<file path="config.mk">
export PLATFORM = sky130hd
export DESIGN_NAME = mac_accum4
export DESIGN_NICKNAME = d
export VERILOG_FILES = /design/src/rtl/mac_pkg.sv /design/src/rtl/sat_add.sv /design/src/rtl/mac_accum4.sv
export SDC_FILE = /design/constraint.sdc
export NUM_CORES = 1
export LEC_CHECK = 0
export ABC_AREA = 1
export CAP_MARGIN = 0
export CORE_MARGIN = 10
export CORE_UTILIZATION = 45
export CTS_CLUSTER_DIAMETER = 150
export DETAILED_ROUTE_END_ITERATION = 10
export PLACE_DENSITY_LB_ADDON = 0.2
export SLEW_MARGIN = 30
export SYNTH_ARGS = -nofsm -noshare
export SYNTH_HDL_FRONTEND = slang
export SYNTH_SLANG_ARGS = --single-unit
</file>
<file path="constraint.sdc">
create_clock -name clk -period 3.9 [get_ports clk]
set_clock_uncertainty 0.15 [all_clocks]
set_input_delay 0.78 -clock clk [delete_from_list [all_inputs] [get_ports clk]]
set_output_delay 0.78 -clock clk [all_outputs]
set_load 0.02 [all_outputs]
</file>
<file path="src/rtl/mac_pkg.sv">
// Shared types and constants for the product accumulator.
package mac_pkg;

  typedef enum logic [1:0] {
    StIdle,
    StAccum,
    StDone
  } state_e;

  localparam int unsigned ACC_W_DEFAULT = 16;
  localparam int unsigned LEN_W_DEFAULT = 4;
  localparam int unsigned PROD_W        = 8;

endpackage

</file>
<file path="src/rtl/sat_add.sv">
// Combinational ACC_W + PROD_W unsigned adder with carry-out flag and optional clamp.
module sat_add
  import mac_pkg::*;
#(
  parameter int unsigned ACC_W  = ACC_W_DEFAULT,
  parameter bit          SAT_EN = 1'b1
) (
  input  logic [ACC_W-1:0]  a,
  input  logic [PROD_W-1:0] b,
  output logic [ACC_W-1:0]  sum,
  output logic              ovf
);

  logic [ACC_W:0] sum_wide;

  always_comb begin
    sum_wide = {1'b0, a} + {{(ACC_W + 1 - PROD_W){1'b0}}, b};
    ovf      = sum_wide[ACC_W];
    // Clamp on carry; otherwise keep the low bits (modulo wrap).
    if (SAT_EN && sum_wide[ACC_W]) begin
      sum = '1;
    end else begin
      sum = sum_wide[ACC_W-1:0];
    end
  end

endmodule

</file>
<file path="src/rtl/mac_accum4.sv">
// Accumulates a programmed number of 8-bit product beats and presents the sum on a
// valid/ready result port.
module mac_accum4
  import mac_pkg::*;
#(
  parameter int unsigned ACC_W  = ACC_W_DEFAULT,
  parameter int unsigned LEN_W  = LEN_W_DEFAULT,
  parameter bit          SAT_EN = 1'b1
) (
  input  logic              clk,
  input  logic              rst_n,
  input  logic              start,
  input  logic [LEN_W-1:0]  len,
  input  logic [PROD_W-1:0] prod,
  input  logic              in_valid,
  output logic              in_ready,
  output logic [ACC_W-1:0]  acc_out,
  output logic              ovf,
  output logic              out_valid,
  input  logic              out_ready,
  output logic              busy
);

  state_e             state_q, state_d;
  logic [ACC_W-1:0]   acc_q, acc_d;
  logic               ovf_q, ovf_d;
  logic [LEN_W-1:0]   rem_q, rem_d;
  logic [ACC_W-1:0]   add_sum;
  logic               add_ovf;

  sat_add #(
    .ACC_W  (ACC_W),
    .SAT_EN (SAT_EN)
  ) u_sat_add (
    .a   (acc_q),
    .b   (prod),
    .sum (add_sum),
    .ovf (add_ovf)
  );

  always_ff @(posedge clk or negedge rst_n) begin
    if (!rst_n) begin
      state_q <= StIdle;
      acc_q   <= '0;
      ovf_q   <= 1'b0;
      rem_q   <= '0;
    end else begin
      state_q <= state_d;
      acc_q   <= acc_d;
      ovf_q   <= ovf_d;
      rem_q   <= rem_d;
    end
  end

  always_comb begin
    state_d = state_q;
    acc_d   = acc_q;
    ovf_d   = ovf_q;
    rem_d   = rem_q;
    unique case (state_q)
      StIdle: begin
        if (start) begin
          acc_d   = '0;
          ovf_d   = 1'b0;
          rem_d   = len;
          // An empty vector goes straight to DONE with a zero result.
          state_d = (len == '0) ? StDone : StAccum;
        end
      end
      StAccum: begin
        if (in_valid) begin
          acc_d = add_sum;
          ovf_d = ovf_q | add_ovf;
          rem_d = rem_q - LEN_W'(1);
          if (rem_q == LEN_W'(1)) begin
            state_d = StDone;
          end
        end
      end
      StDone: begin
        if (out_ready) begin
          state_d = StIdle;
        end
      end
      default: state_d = StIdle;
    endcase
  end

  always_comb begin
    in_ready  = 1'b0;
    out_valid = 1'b0;
    busy      = (state_q != StIdle);
    acc_out   = acc_q;
    ovf       = ovf_q;
    unique case (state_q)
      StAccum: in_ready  = 1'b1;
      StDone:  out_valid = 1'b1;
      default: ;
    endcase
  end

endmodule

</file>
==> impl_metrics.ini <==
[synthesis]
synth_edf_count = 0
synth.cell_area_sq_um = 1810
synth_cell_type_count = 35
synth-seq-area-share_pct = 31.9
syn_area_per_cell_sq_um = 7.19
yosys_most_used_dff = dfrtp_1
synth_nets = 279
synthCells = 251
yosys_warnings = 0
yosys_register_bits = 23
synthArstFlopShare_pct = 100

[outcome]
status = complete, no violations

[clocking]
cts_sinks = 23
cts_root_buf = clkbuf_8
htree_levels = 1
cts_tree = yes
cts-buffers-inserted = 3
clockBufferDepth = 2
cts.clk_slew.worst_paths_ns = 0.09
postCtsSetupBuffers = 0
cts_resized = 0
ctsHoldBuffers = 0
clk_latency_ns = 0.27

[timing]
slew_violations = 0
hold_viol = 0
fmax_ghz = 0.369
finalCritPeriodShare_pct = 69.5
tns_ns = 0
rsz0062_at_grt = false
setup_violations = 0
final.setup.worst_slack_ns = 1.19
worst_slew_margin_rel_pct = 74.4
worst_pin_slew_ns = 0.379
holdWs_ns = 0.374
fin_crit_ns = 2.71

[floorplanning]
core_sq_um = 3770
rows = 22
io-pin-count = 37
die_area_sq_um = 6950
start_util_pct = 47.9
die_w_microns = 83.3
die_h_microns = 83.3

[power]
clock_power_share_pct = 12.3
switching_power_mw = 0.613
swShare_pct = 47.2
power.total_mw = 1.30
p_seq_share_pct = 28.8
ir_worst_vdd_v = 0.000301
power.internal_mw = 0.686
power_density_nw_per_um2 = 580
combPwrFrac_pct = 59.0
p_leak_nw = 1.17

[min_path]
hp-start = ovf
hold_path_depth = 2
hold_class = reg -> reg
hold_end = ovf

[setup_path]
r2r_end = acc_out[15]
reg2reg_setup_slack_ns = 1.75
worst_ep_arrival_time_ns = 1.78
r2r_start = acc_out[0]
start_kind = flip-flop
crit_path_end_kind = output port
critical_path_class = reg -> out
required_ns = 2.97
cp_max_fo = 8
reg2regPathDepth = 10

[grt]
first_global_vias = 1707
antenna_found_initial = 0
gr-total-overflow = 0
grt_pass1_wl_mm = 7.70
grt_util_met1_pct = 16.4
grt.busiest_layer = met2
grt_use_met3_pct = 4.00
grt_use_met2_pct = 19.7
grt_max_degree = 24
grt_usage_pct = 12.8

[route]
dr.pass1.iters = 5
wirelength_mm = 4.38
drc = 0
viasPerCell = 5.05
via_count = 1697
drtIter0Drc = 99
ant_nets = 0
avgRoutedWirePerCell_microns = 13.0

[cells_and_area]
finalNonFillerCells = 336
utilization_pct = 59.4
fill_cells = 353
synthToLayoutAreaGrowth_pct = 24.1
multi_input_area_sq_um = 1060
stdcell_area_sq_um = 2240
final_nets = 317
drive_gt1_share_pct = 10.1
ff_latch_area_sq_um = 576
antenna_cells = 0

[place]
gp_congestion = 0.829
dp_hpwl_mm = 3.34
placedCellCount = 332
placed_area_sq_um = 2190
pre_cts_slack_ns = 0.938
io_buffers = 36

[job]
drv_cap = 0
cells in the mapped netlist (2+ instances only):
cell type,count,share of area [%]
o21ai_0,14,3.9
inv_1,31,6.4
or2_1,3,1.0
a21oi_1,7,1.9
nand2_2,5,1.7
ha_1,10,6.9
nand3_2,7,3.9
nand3_1,19,5.3
o211ai_2,4,2.8
nor2_1,13,2.7
nand2_1,87,18
dfrtp_1,23,32
nand4_1,5,1.7
nand2_4,2,1.2
placed cells by master (no fill, tap or decap), types with 2 or more instances in the layout:
cell type and n:
a21oi_1 7, clkbuf_8 3, clkdlybuf4s50_1 36, dfrtp_1 23, ha_1 10, inv_1 31, nand2_1 87, nand2_2 5
nand2_4 2, nand3_1 19, nand3_2 7, nand4_1 5, nor2_1 13, o211ai_2 4, o21ai_0 14, or2_1 3
sequential cells by signal, summed over array words and instances (netlist names):
signal   flops
rem_q        4
acc_out     16
ovf          1
state_q      2
worst max-delay path by stage:
stage / end / slack, ns / startpoint / depth (start not counted)
CTS: in_ready / 1.20 / state_q[1] / 4
finish: in_ready / 1.19 / state_q[1] / 4
global route: acc_out[15] / 1.06 / prod[0] / 11
floorplan: acc_out[2] / 1.58 / prod[0] / 9
detailed placement: acc_out[14] / 0.94 / prod[0] / 11
global placement: acc_out[13] / 0.98 / prod[0] / 11
layout make-up:
class                      count  area share, %
timing repair buffer          37           16.4
clock inverter                 1          0.223
tap                           48           2.68
clock buffer                   3           1.84
multi-input combinational    191           47.5
sequential                    23           25.7
inverter                      33           5.64
power by group through the flow:
stage	Clock [mW]	Sequential [mW]	Combinational [mW]
after detailed placement	0	0.377	0.769
after CTS	0.161	0.373	0.774
after global routing	0.173	0.384	0.866
after global placement	0	0.375	0.758
after floorplan	0	0.404	0.520
final	0.159	0.374	0.766
cells by family (layout without fill, tap and decap cells):
kind of cell	count (synthesis)	in the layout	share of synthesized area, %
buf+inv	37	74	9.15
xor+xnor	1	1	0.485
compound gates	31	31	11.0
fa+ha+maj	11	11	8.04
flops	23	23	31.9
simple gates	148	148	39.4
layer usage:
layer | up-vias | wire length (microns)
li1 | 887 | -
met1 | 764 | 2080
met2 | 41 | 1940
met3 | 5 | 301
met4 | 0 | 51
met5 | - | 0
critical path: stages (launching register included):
cell             delay (ns)
dfrtp_1                0.42
inv_1                  0.13
nand2_4                0.09
inv_1                  0.20
clkdlybuf4s50_1        0.65
Note: power is estimated with default switching activity, not from simulation.
